--- src/rtl/rename_dispatch_latch_pkg.sv ---
// Shared types for the Rename -> Dispatch boundary: per-lane dispatch packet and
// the bundle (packets plus per-lane valid) held by the skid queue.
package rename_dispatch_latch_pkg;

    localparam int DISPATCH_WIDTH = 4;

    typedef struct packed {
        logic       valid;
        logic       ready;
        logic [6:0] seqNo;
        logic [5:0] phyDest;
        logic [4:0] opcode;
    } disPkt;

    typedef struct packed {
        disPkt [DISPATCH_WIDTH-1:0] pkt;
        logic  [DISPATCH_WIDTH-1:0] valid;
    } disBundle;

endpackage

--- src/rtl/bundle_skid_q2.sv ---
// Two-entry circular skid queue, generic over the payload type. The full flag is
// registered so the upstream stall never sees a combinational path from downstream.
module bundle_skid_q2 #(
    parameter type T     = logic,
    parameter int  DEPTH = 2
) (
    input  logic       clk,
    input  logic       rst_n,
    input  logic       flush_i,
    input  logic       enq_i,
    input  logic       deq_i,
    input  T           enq_data_i,
    output T           head_data_o,
    output logic [1:0] count_o,
    output logic       full_o
);

    if (DEPTH != 2) begin : g_bad_depth
        $error("bundle_skid_q2 supports DEPTH == 2 only");
    end

    T           entry_q [2];
    T           entry_d [2];
    logic       head_q, head_d;
    logic [1:0] count_q, count_d;
    logic       full_q, full_d;
    logic       wr_idx;

    always_comb begin
        entry_d = entry_q;
        head_d  = head_q;
        count_d = count_q;
        // Tail slot is (head + count) mod 2; enqueue is never requested at count 2.
        wr_idx  = head_q ^ count_q[0];
        if (flush_i) begin
            head_d  = 1'b0;
            count_d = 2'd0;
        end else begin
            if (enq_i) entry_d[wr_idx] = enq_data_i;
            if (deq_i) head_d = ~head_q;
            count_d = count_q + {1'b0, enq_i} - {1'b0, deq_i};
        end
        full_d = (count_d == 2'd2);
    end

    always_ff @(posedge clk or negedge rst_n) begin
        if (!rst_n) begin
            entry_q[0] <= '0;
            entry_q[1] <= '0;
            head_q     <= 1'b0;
            count_q    <= 2'd0;
            full_q     <= 1'b0;
        end else begin
            entry_q <= entry_d;
            head_q  <= head_d;
            count_q <= count_d;
            full_q  <= full_d;
        end
    end

    assign head_data_o = entry_q[head_q];
    assign count_o     = count_q;
    assign full_o      = full_q;

endmodule

--- src/rtl/rename_dispatch_latch.sv ---
// Rename -> Dispatch pipeline latch: gates enqueue/dequeue around a 2-entry bundle
// queue, gives flush priority, and counts cycles spent stalling Rename.
module rename_dispatch_latch
    import rename_dispatch_latch_pkg::*;
#(
    parameter int DEPTH = 2,
    parameter int CNT_W = 32
) (
    input  logic                       clk,
    input  logic                       reset,
    input  logic                       flush_i,
    input  logic                       renameReady_i,
    input  disPkt [DISPATCH_WIDTH-1:0] disPacket_i,
    input  logic  [DISPATCH_WIDTH-1:0] laneActive_i,
    input  logic                       dispatchStall_i,
    output disPkt [DISPATCH_WIDTH-1:0] disPacket_o,
    output logic  [DISPATCH_WIDTH-1:0] laneValid_o,
    output logic                       bundleValid_o,
    output logic                       renameStall_o,
    output logic  [1:0]                occupancy_o,
    output logic  [CNT_W-1:0]          stallCycles_o
);

    logic             enq;
    logic             deq;
    logic             full;
    logic [1:0]       count;
    disBundle         enq_bundle;
    disBundle         head_bundle;
    logic [CNT_W-1:0] stall_cnt_q, stall_cnt_d;

    // Lane validity comes only from laneActive_i; the packet's own valid bit is ignored.
    always_comb begin
        enq_bundle.pkt   = disPacket_i;
        enq_bundle.valid = laneActive_i;
        enq = renameReady_i & ~full & ~flush_i;
        deq = (count != 2'd0) & ~dispatchStall_i & ~flush_i;
    end

    bundle_skid_q2 #(
        .T     (disBundle),
        .DEPTH (DEPTH)
    ) u_skid_q (
        .clk         (clk),
        .rst_n       (reset),
        .flush_i     (flush_i),
        .enq_i       (enq),
        .deq_i       (deq),
        .enq_data_i  (enq_bundle),
        .head_data_o (head_bundle),
        .count_o     (count),
        .full_o      (full)
    );

    always_comb begin
        stall_cnt_d = stall_cnt_q;
        if (full && (stall_cnt_q != '1)) stall_cnt_d = stall_cnt_q + CNT_W'(1);
    end

    always_ff @(posedge clk or negedge reset) begin
        if (!reset) stall_cnt_q <= '0;
        else        stall_cnt_q <= stall_cnt_d;
    end

    always_ff @(posedge clk) begin
        if (reset) begin
            assert (!(renameReady_i && renameStall_o && enq))
                else $error("enqueue accepted while queue full");
        end
    end

    always_comb begin
        bundleValid_o = (count != 2'd0);
        laneValid_o   = bundleValid_o ? head_bundle.valid : '0;
        disPacket_o   = head_bundle.pkt;
        renameStall_o = full;
        occupancy_o   = count;
        stallCycles_o = stall_cnt_q;
    end

endmodule

--- config.mk ---
export PLATFORM = sky130hd
export DESIGN_NAME = rename_dispatch_latch
export DESIGN_NICKNAME = d
export VERILOG_FILES = /design/src/rtl/rename_dispatch_latch_pkg.sv /design/src/rtl/bundle_skid_q2.sv /design/src/rtl/rename_dispatch_latch.sv
export SDC_FILE = /design/constraint.sdc
export NUM_CORES = 1
export LEC_CHECK = 0
export ABC_AREA = 1
export CAP_MARGIN = 10
export CORE_MARGIN = 4
export CORE_UTILIZATION = 64
export CTS_CLUSTER_DIAMETER = 80
export DETAILED_ROUTE_END_ITERATION = 16
export DONT_BUFFER_PORTS = 1
export PLACE_DENSITY_LB_ADDON = 0.08
export SYNTH_ARGS = -nofsm -noshare
export SYNTH_HDL_FRONTEND = slang
export SYNTH_HIERARCHICAL = 1
export SYNTH_SLANG_ARGS = --single-unit
--- constraint.sdc ---
create_clock -name clk -period 2.55 [get_ports clk]
set_clock_uncertainty 0.2 [all_clocks]
set_input_delay 0.51 -clock clk [delete_from_list [all_inputs] [get_ports clk]]
set_output_delay 0.51 -clock clk [all_outputs]
set_load 0.05 [all_outputs]
Yosys cells after proc, flatten, opt, wreduce, memory -nomap -nowiden --
Index checks and enable logic that the tools add are counted.
Storage, ports and cells: register bits 204, input bits 89, output and inout bits 120, logic and storage cells 80
Operators by class: add/sub/neg operators 3, $lt $le $gt $ge 3, equality and inequality tests 2, mux-type cells 10, bitwise logic cells 11, reductions and logical operators 5
Operators by type and width (number):
- $mux W84 | 4
- $bwmux W168 | 1
- $demux W84 S1 | 1
- $add A32 B1 Y32 const B | 1
- $ne A32 B32 Y1 const B | 1
- $and A1 B1 Y1 | 4
- $ge A2 B2 Y1 const B | 2
- $mux W4 | 1
- $not A1 Y1 | 4
- $not A1 Y2 | 2
- $reduce_bool A2 Y1 | 2
- $add A2 B1 Y2 | 1
- $eq A2 B2 Y1 const B | 1
- $logic_and A1 B1 Y1 | 2
- $lt A2 B1 Y1 const B | 1
- $mux W1 | 2
- $mux W2 | 1
- $reduce_and A2 Y1 | 1
- $sub A2 B1 Y2 | 1
- $xor A1 B1 Y1 | 1

Logic depth before layout (Yosys ltp) --
word-level depth 7, mapped depth 11, mapped depth without buffers 10

Hierarchy --
Netlist, hierarchy kept.
By module, submodules not included:
- bundle_skid_q2 | times used 1, cells an instance 850, area each 7792.5 um^2, sequential area each 4304.1 um^2
- rename_dispatch_latch | times used 1, cells an instance 341, area each 2214.6 um^2, sequential area each 800.8 um^2

Worst setup path after synthesis --
Ideal clock, no wire load.
path kind register -> output, start point register u_skid_q.head_q, end point output laneValid_o[0], data arrival time 1.753 ns, required time 1.840 ns, setup slack 0.087 ns, stages on the path, launching flop included 7, buffers on the path 3, path through dfrtp_1 buf_2 buf_2 buf_2 mux2_2 inv_1 nor2_1
RTL lines:
- start, declared | line bundle_skid_q2.sv:24 | logic head_q, head_d;
- start signal, assigned | line bundle_skid_q2.sv:50 | head_q <= 1'b0;
- start signal, assigned | line bundle_skid_q2.sv:55 | head_q <= head_d;
- end, declared | line rename_dispatch_latch.sv:17 | output logic [DISPATCH_WIDTH-1:0] laneValid_o,

==> flow_metrics.env <==
export IMPL_status="complete, but fails checks"
export IMPL_violations="hold timing"
export IMPL_area_delta_synth_final_pct=20.2
export IMPL_drt_total_wl_um=26500
export IMPL_initial_core_util=0.656
export IMPL_wl_per_cell_um=17.5
export IMPL_synth_distinct_cells=26
export IMPL_arrival_ps=1820
export IMPL_power_mw=13.1
export IMPL_layout_drive_gt1_share=0.156
export IMPL_crit_slowest_cell="dfrtp_4"
export IMPL_track_usage=0.299
export IMPL_numPortBuffers=0
export IMPL_cts_max_level=1
export IMPL_required_ps=1840
export IMPL_placed_area_um2=10400
export IMPL_firstDrtPassIters=5
export IMPL_cts_inserted_buffers=21
export IMPL_insertion_delay_ps=500
export IMPL_synthArstFlopShare=1.00
export IMPL_die_area_um2=17700
export IMPL_worstSetupStartpointType="flip-flop"
export IMPL_ys_warn_count=6
export IMPL_post_route_min_period_ps=2530
export IMPL_grt_overflow_total=0
export IMPL_crit_chain="buf_4 -> buf_8 -> mux2_2"
export IMPL_postLayoutSetupSlackWorst_ps=16.9
export IMPL_rsz0062_at_grt="yes"
export IMPL_syn_area_um2=10000
export IMPL_final_cell_mix="nand2_1, dfrtp_1, nand3_1, dlygate4sd3_1, mux2_2"
export IMPL_layout_worst_path_cycle_share=0.993
export IMPL_via_count=8563
export IMPL_clockBufferDepth=3
export IMPL_drtAntennaViolNets=0
export IMPL_cts_sinks=204
export IMPL_finalSetupViolations=0
export IMPL_boundaryPins=209
export IMPL_die_w_um=133
export IMPL_fin_nets=1380
export IMPL_path_buf_inv=2
export IMPL_cp_top_family="flip-flops"
export IMPL_power_density_nw_per_um2=1090
export IMPL_fmax_ghz=0.395
export IMPL_antenna_found_initial=0
export IMPL_ys_flop_type="dfrtp_1"
export IMPL_syn_nets=1283
export IMPL_drtIter0Drc=589
export IMPL_grt_max_degree=205
export IMPL_min_path_type="in2async"
export IMPL_die_h_um=133
export IMPL_rows=45
export IMPL_slew_viol_final=0
export IMPL_core_area_um2=15300
export IMPL_tns_ps=0
export IMPL_vias_per_cell=5.66
export IMPL_hold_ws_ps=-487
export IMPL_antenna_cells=0
export IMPL_cts_root_buf="clkbuf_16"
export IMPL_ys_ff_latch=204
export IMPL_cts_tree="yes"
export IMPL_grt_pass1_vias=8565
export IMPL_path_class="reg2out"
export IMPL_endpoint_kind="output port"
export IMPL_synth_edf_count=0
export IMPL_synth_avg_cell_area_um2=8.40
export IMPL_mostFrequentLayoutCell="nand2_1"
export IMPL_hpwl_um=16400
export IMPL_path_clk_slew_ps=60
export IMPL_ir_drop_mv=0.884
export IMPL_pre_cts_ws_ps=332
export IMPL_hold_buffers=85
export IMPL_drcViolationCount=0
export IMPL_worst_pin_slew_ps=742
export IMPL_grt_pass1_wl_um=43800
export IMPL_path_max_fanout=11
export IMPL_synth_cells=1191
export IMPL_maxCapViolCount=0
export IMPL_final_cell_area_um2=12000
export IMPL_slew_headroom=0.505
export IMPL_ys_seq_area_frac=0.510
export IMPL_finalHoldViolCount=204
export IMPL_gp_congestion=0.899
export IMPL_max_stage_delay_ps=510
export IMPL_p_leak_nw=6.03
[where the power goes]
part,internal (mW),total [mW],leakage (nW),switching (mW)
combinational,1.24,4.81,3.06,3.57
sequential,4.40,5.15,2.61,0.750
clock,1.92,3.16,0.351,1.24
total,7.56,13.1,6.03,5.56
[Yosys cell counts, types with 2 or more instances]
cell | number | area (um2)
a21oi_1 | 2 | 10.0
buf_1 | 5 | 18.8
buf_2 | 30 | 150
buf_4 | 6 | 45.0
buf_6 | 3 | 33.8
clkbuf_1 | 24 | 90.1
dfrtp_1 | 204 | 5100
ha_1 | 3 | 37.5
inv_1 | 41 | 154
mux2_2 | 84 | 946
nand2_1 | 489 | 1840
nand2_2 | 9 | 56.3
nand2_4 | 2 | 22.5
nand3_1 | 189 | 946
nand3b_1 | 10 | 75.1
nand4_1 | 8 | 50.1
nor2_1 | 54 | 203
nor2_2 | 6 | 37.5
nor2_4 | 3 | 33.8
nor3_1 | 3 | 15.0
o21ai_0 | 3 | 15.0
xnor2_1 | 6 | 52.6
xor2_1 | 4 | 35.0
[registers in the layout, indices dropped and copies added, names as in the netlist]
name and flops:
u_skid_q/count_o 2, u_skid_q/entry_q 168, u_skid_q/full_o 1, u_skid_q/head_q 1, stallCycles_o 32
[worst reg2reg max path: stages, from the launching register on]
cell	delay, ps
dfrtp_1	370
inv_1	170
nand2_1	80
nor2_1	140
inv_1	90
nor2_4	190
buf_4	630
nand3_1	230
nand2_1	120
[path summary, 6_finish.rpt]
kind	start	to	slack [ps]	depth (start not counted)
worst max-delay path	u_skid_q/head_q	disPacket_o[60]	20	3
worst min-delay path	reset	stallCycles_o[9]	-490	0
worst max register to register	u_skid_q/full_o	u_skid_q/entry_q[129]	270	8
worst min register to register	u_skid_q/entry_q[25]	u_skid_q/entry_q[25]	260	2
max in group asynchronous	reset	u_skid_q/head_q	2330	0
min in group clk	dispatchStall_i	u_skid_q/head_q	60	2
[timing repair]
action,CTS,global route
buffers inserted,3,2
gates resized for setup,0,4
hold endpoints to repair,375,204
pin swaps,0,1
endpoints found under the setup margin,72,23
[layout make-up]
class | instances | area, um2
clock buffer | 24 | 537
sequential | 204 | 5110
multi-input combinational | 876 | 4440
inverter | 42 | 158
timing repair buffer | 143 | 1350
clock inverter | 12 | 164
fill | 1030 | 3230
tap | 211 | 264
[per-layer routing]
| metal | vias up | wire, um | GRT usage |
|---|---|---|---|
| met2 | 391 | 12600 | 0.491 |
| met1 | 4096 | 10700 | 0.390 |
| met4 | 0 | 780 | 0.101 |
| met3 | 64 | 2410 | 0.0768 |
| li1 | 4012 | - | - |
| met5 | - | 0 | 0 |
[per-stage QoR]
stage | utilization | std cells
after global routing | 0.788 | 1512
after detailed placement | 0.683 | 1386
after global placement | 0.683 | 1386
after floorplan | - | 1191
after CTS | 0.786 | 1510
final | 0.788 | 1512
[logic make-up (layout without fill, tap and decap cells)]
group           Yosys count  count (layout)  synth area share
compound gates            5               5           0.00250
xor+xnor                 11              11            0.0104
fa+ha+maj                 3               3           0.00375
buf+inv                 111             221            0.0515
flops                   204             204             0.510
mux                      84              84            0.0945
simple gates            773             773             0.327
(Power assumes the default switching activity.)
